**config.mk**
```make
export PLATFORM = sky130hd
export DESIGN_NAME = pc_gen
export DESIGN_NICKNAME = d
export VERILOG_FILES = /design/src/rtl/pc_gen.sv
export SDC_FILE = /design/constraint.sdc
export NUM_CORES = 1
export LEC_CHECK = 0
export ABC_CLOCK_PERIOD_IN_PS = 2900
export BUFFER_PORTS_ARGS = -buffer_cell sky130_fd_sc_hd__buf_2
export CORE_UTILIZATION = 50
export CTS_CLUSTER_SIZE = 12
export DETAILED_ROUTE_END_ITERATION = 12
export PLACE_DENSITY = 0.78
export SLEW_MARGIN = 30
export SYNTH_ARGS = -nofsm -noshare
export SYNTH_HDL_FRONTEND = slang
export SYNTH_SLANG_ARGS = --single-unit
```
**constraint.sdc**
```tcl
create_clock -name clk -period 2.9 [get_ports clk]
set_input_delay 0.435 -clock clk [delete_from_list [all_inputs] [get_ports clk]]
set_output_delay 0.435 -clock clk [all_outputs]
set_load 0.01 [all_outputs]
```
**src/rtl/pc_gen.sv**
```systemverilog
// rtl/pc_gen.sv - program-counter generator with fetch handshake, redirect/trap and halt control
//
// Purpose: produces the instruction-fetch address for the single-cycle core.
//   The next PC is sequential, PC-relative, register-absolute (JALR-style) or a restart.
//   A redirect to a misaligned target is diverted to TRAP_VEC, and the bad target is
//   captured in epc. A one-cycle boot bubble follows reset, and halt/resume hold the PC.
//
// Ports:
//   clk          clock, all state updates on the rising edge
//   rst          synchronous reset, active-high
//   pc_sel       00 seq, 01 pc+imm, 10 (base+imm)&~1, 11 restart
//   imm          immediate offset (already sign-extended)
//   base         rs1 value used when pc_sel=10
//   fetch_ready  fetch accepts the current pc_out this cycle
//   stall        holds the PC (blocks sequential advance only)
//   halt_req     requests entry to HALT
//   resume       leaves HALT
//   pc_out       current fetch address (registered)
//   pc_plus_inc  pc_out+INC link address (combinational)
//   pc_valid     pc_out is valid for fetch (registered)
//   misalign     one-cycle pulse after a misaligned redirect (registered)
//   epc          faulting target of the last misaligned redirect (registered)
//   halted       high while in HALT (registered)
module pc_gen #(
  parameter int              XLEN      = 32,
  parameter logic [XLEN-1:0] RESET_VEC = '0,
  parameter logic [XLEN-1:0] TRAP_VEC  = XLEN'(32'h0000_0100),
  parameter int              INC       = 4,
  parameter int              IALIGN    = 4
) (
  input  logic            clk,
  input  logic            rst,
  input  logic [1:0]      pc_sel,
  input  logic [XLEN-1:0] imm,
  input  logic [XLEN-1:0] base,
  input  logic            fetch_ready,
  input  logic            stall,
  input  logic            halt_req,
  input  logic            resume,
  output logic [XLEN-1:0] pc_out,
  output logic [XLEN-1:0] pc_plus_inc,
  output logic            pc_valid,
  output logic            misalign,
  output logic [XLEN-1:0] epc,
  output logic            halted
);

  localparam logic [XLEN-1:0] INC_X = XLEN'(INC);

  typedef enum logic [1:0] {
    ST_BOOT = 2'd0,
    ST_RUN  = 2'd1,
    ST_HALT = 2'd2
  } state_t;

  state_t          state;
  logic [XLEN-1:0] target;
  logic            target_bad;

  assign pc_plus_inc = pc_out + INC_X;

  // Redirect target; the JALR form clears bit 0, so with 2-byte alignment
  // it can never be flagged as misaligned.
  always_comb begin
    target = '0;
    if (pc_sel == 2'b01) begin
      target = pc_out + imm;
    end else begin
      target = (base + imm) & ~XLEN'(1);
    end
    if (IALIGN == 4) begin
      target_bad = |target[1:0];
    end else begin
      target_bad = target[0];
    end
  end

  always_ff @(posedge clk) begin
    if (rst) begin
      state    <= ST_BOOT;
      pc_out   <= RESET_VEC;
      epc      <= '0;
      misalign <= 1'b0;
      pc_valid <= 1'b0;
      halted   <= 1'b0;
    end else begin
      misalign <= 1'b0;
      case (state)
        ST_BOOT: begin
          state    <= ST_RUN;
          pc_valid <= 1'b1;
          halted   <= 1'b0;
        end
        ST_RUN: begin
          if (pc_sel == 2'b11) begin
            pc_out <= RESET_VEC;
          end else if (pc_sel != 2'b00) begin
            // Redirects win over halt_req, stall and fetch_ready.
            if (target_bad) begin
              pc_out   <= TRAP_VEC;
              epc      <= target;
              misalign <= 1'b1;
            end else begin
              pc_out <= target;
            end
          end else if (halt_req) begin
            state    <= ST_HALT;
            pc_valid <= 1'b0;
            halted   <= 1'b1;
          end else if (fetch_ready && !stall) begin
            pc_out <= pc_out + INC_X;
          end
        end
        ST_HALT: begin
          if (pc_sel == 2'b11) begin
            pc_out   <= RESET_VEC;
            state    <= ST_RUN;
            pc_valid <= 1'b1;
            halted   <= 1'b0;
          end else if (resume) begin
            state    <= ST_RUN;
            pc_valid <= 1'b1;
            halted   <= 1'b0;
          end
        end
        default: begin
          state    <= ST_BOOT;
          pc_valid <= 1'b0;
          halted   <= 1'b0;
        end
      endcase
    end
  end

endmodule

```
==> flow_metrics.py <==
metrics = {
    "yosys": {
        "synthDistinctLibCells": 85,
        "yosysMostFrequentCell": "nor2_1",
        "synth.area.top_cells": "dfxtp_1 18%, ha_1 11%, a21oi_1 5.7%",
        "synth_top_area_share": 0.185,
        "synthFlopType": "dfxtp_1",
        "yosys_warnings": 0,
        "yosysTopAreaCell": "dfxtp_1",
        "synthTopCellsByCount": "99 x nor2_1, 83 x a21oi_1, 82 x nand2_1, 67 x dfxtp_1, 65 x ha_1",
        "synth_edf_count": 0,
        "yosysSeqAreaShare": 0.185,
        "netlist_area_um2": 7270,
        "postSynthAreaPerCell_um2": 7.38,
        "synth-seq-cells": 67,
        "post_synth_inst_count": 984,
        "synth_fp_nets": 1123,
        "synth-async-reset-ratio": 0,
    },
    "finish": {
        "design_area_um2": 9930,
        "n_antenna_cell": 0,
        "instances_no_fill": 1454,
        "final_nets": 1408,
        "fill_cells": 1143,
        "drive_gt1_frac": 0.327,
        "syn2layout_area_growth_pct": 36.7,
    },
    "clock_tree": {
        "cts_buffer_depth": 2,
        "htree_levels": 3,
        "clkSinkCount": 67,
        "cts-root-buf": "clkbuf_16",
        "clk_pin_slew_ps": 60,
        "cts_tree": "yes",
        "numCtsBuffers": 9,
        "postCtsHoldBufs": 0,
        "clk_latency_ps": 330,
    },
    "worst_setup_path": {
        "ff2ff_path_depth": 12,
        "cp_common_cell": "buf_4",
        "r2r_slack_ps": 80,
        "path_delay_family": "compound AO/OA/AOI/OAI gates",
        "path_max_fanout": 4,
        "r2r-end": "epc[31]$_SDFFE_PP0P_",
        "cpPeakStageDelay_ps": 380,
        "end_kind": "flip-flop",
        "slowest_stage": "a221oi_4",
        "crit_buf_inv": 3,
        "critical_path_required_ps": 3140,
        "worst_setup_path_start_kind": "flip-flop",
        "crit_chain": "ha_1, and2_1, a311o_1, a221oi_4, a21oi_2, o21ai_1, buf_4, buf_4, o211ai_1, mux2i_1, buf_4, o311ai_2",
        "critical_path_arrival_ps": 3060,
        "crit_type": "reg2reg",
        "reg2reg_from": "pc_out[9]$_SDFFE_PP0P_",
    },
    "placement": {
        "gp_congestion": 0.984,
        "preCtsSetupSlack_ps": -302,
        "place_inst": 1435,
        "dp_hpwl_um": 21300,
        "post_dp_cell_area_um2": 9340,
        "io_buffers": 170,
    },
    "job": {
        "drv_cap": 0,
    },
    "hold_path": {
        "hold_class": "in2reg",
        "holdCritStartpoint": "halt_req",
        "hold_depth": 3,
        "hold_end": "halted$_SDFFE_PP0P_",
    },
    "drt": {
        "wl_per_cell_um": 18.7,
        "first_pass_iters": 6,
        "vias_per_cell": 6.22,
        "num_vias": 9047,
        "drc": 0,
        "finalWirelength_um": 27200,
        "ant_nets": 0,
        "drt_iter0_drc": 1213,
    },
    "sta": {
        "max-slew-margin-rel": 0.455,
        "fin_ws_ps": 84.3,
        "setup_violations": 0,
        "rsz0062_at_grt": "true",
        "hold-worst-slack_ps": 408,
        "finalHoldViolations": 0,
        "final_max_slew_viol_count": 0,
        "min_period_ps": 2820,
        "tightest_slew_ps": 817,
        "max_freq_mhz": 355,
        "post-route-period-util": 0.971,
        "fin_worst_skew_ps": 5.69,
    },
    "power_and_ir_drop": {
        "vdd_drop_max_mv": 0.291,
        "p_leak_uw": 0.00469,
        "p_per_area_nw_per_um2": 391,
    },
    "grt": {
        "grt_pass1_wl_um": 41900,
        "antenna_found_initial": 0,
        "grt_use_total": 0.360,
        "grt_pass1_vias": 8238,
        "grt_max_degree": 50,
        "grt_overflow": 0,
    },
    "status": {
        "status": "completed",
    },
    "die": {
        "die_w_um": 123,
        "ios": 171,
        "core_area_um2": 14000,
        "die-area_um2": 15000,
        "initial_core_util": 0.517,
        "die_h_um": 123,
        "rows": 43,
    },
}
## how the worst max path moves through the flow
stage	from	end	slack (ps)	cells after the start
after floorplan	imm[1]	pc_out[28]$_SDFFE_PP0P_	10	11
after global placement	imm[1]	pc_out[28]$_SDFFE_PP0P_	-240	13
after detailed placement	imm[1]	pc_out[24]$_SDFFE_PP0P_	-300	14
after CTS	pc_out[0]$_SDFFE_PP0P_	pc_out[30]$_SDFFE_PP0P_	5	13
after global routing	pc_out[9]$_SDFFE_PP0P_	epc[31]$_SDFFE_PP0P_	-20	12
final	pc_out[9]$_SDFFE_PP0P_	epc[31]$_SDFFE_PP0P_	80	12
## through the flow
step           TNS, ps  power (uW)   util
6_report             0        3890  0.707
5_1_grt          -71.7        4070  0.707
4_1_cts              0        3800  0.692
3_5_place_dp     -5590        2590  0.665
3_3_place_gp     -3770        2570  0.665
2_1_floorplan        0        1940      -
## layer usage
| metal | global-route usage | wire, um | up-vias | part of all wire |
|---|---|---|---|---|
| met5 | 0 | 0 | - | 0 |
| met4 | 0.143 | 1070 | 0 | 0.039 |
| met3 | 0.0674 | 2900 | 99 | 0.11 |
| met2 | 0.564 | 12100 | 542 | 0.44 |
| met1 | 0.484 | 11200 | 4158 | 0.41 |
| li1 | - | - | 4248 | - |
## tightest hold or removal path: cells and delay by family
family                 cells  cell delay (ps)
AND/OR/NAND/NOR            1               70
AO/OA/AOI/OAI              1               70
buffers and inverters      1              120
## cell type report
class                           instances  area, um2  share of cell area
Multi-Input combinational cell        830       5830               0.587
Sequential cell                        67       1350               0.136
Timing Repair Buffer                  331       2090               0.211
Tap cell                              180        225              0.0227
Clock buffer                           10        239              0.0241
Inverter                               30        113              0.0113
Clock inverter                          6       88.8             0.00894
## cells by family (layout without fill, tap and decap cells)
| group | Yosys count | after routing | share of synthesized area |
|---|---|---|---|
| compound gates | 342 | 342 | 0.317 |
| simple gates | 339 | 339 | 0.232 |
| buf+inv | 87 | 377 | 0.0474 |
| fa+ha+maj | 68 | 68 | 0.119 |
| xor+xnor | 68 | 68 | 0.0820 |
| flops | 67 | 67 | 0.185 |
| mux | 13 | 13 | 0.0183 |
## timing repair
item | 4_1_cts | 5_1_grt
endpoints found under the setup margin | 11 | 38
gates resized for setup | 8 | 47
pin swaps | 1 | 15
hold endpoints to repair | 0 | 0
buffers inserted | 0 | 3
## cell usage in the layout (no fill, tap or decap), types with 10 or more instances in the layout
| cell | n |
|---|---|
| o21a_1 | 16 |
| buf_4 | 157 |
| buf_2 | 170 |
| nand3_1 | 34 |
| xnor2_1 | 41 |
| a21oi_1 | 80 |
| and3_1 | 11 |
| a211oi_1 | 23 |
| a31oi_1 | 16 |
| o211ai_1 | 10 |
| nor3_1 | 18 |
| a21o_1 | 32 |
| nand2_1 | 82 |
| ha_1 | 62 |
| inv_1 | 29 |
| xor2_1 | 25 |
| a22oi_1 | 15 |
| nor2_1 | 95 |
| o21ai_0 | 59 |
| dfxtp_1 | 63 |
| nand4_1 | 22 |
## power breakdown
group	total, uW	leakage (uW)	switching, uW	internal, uW
logic	1620	0.00399	909	715
clock network	1230	0.000155	454	777
registers	1030	0.000546	51.5	978
## registers in the layout, summed over array words and instances, names as in the netlist
name,flops
halted,1
misalign,1
epc,32
pc_out,32
state,1
Power figures use the tool's default switching activity.
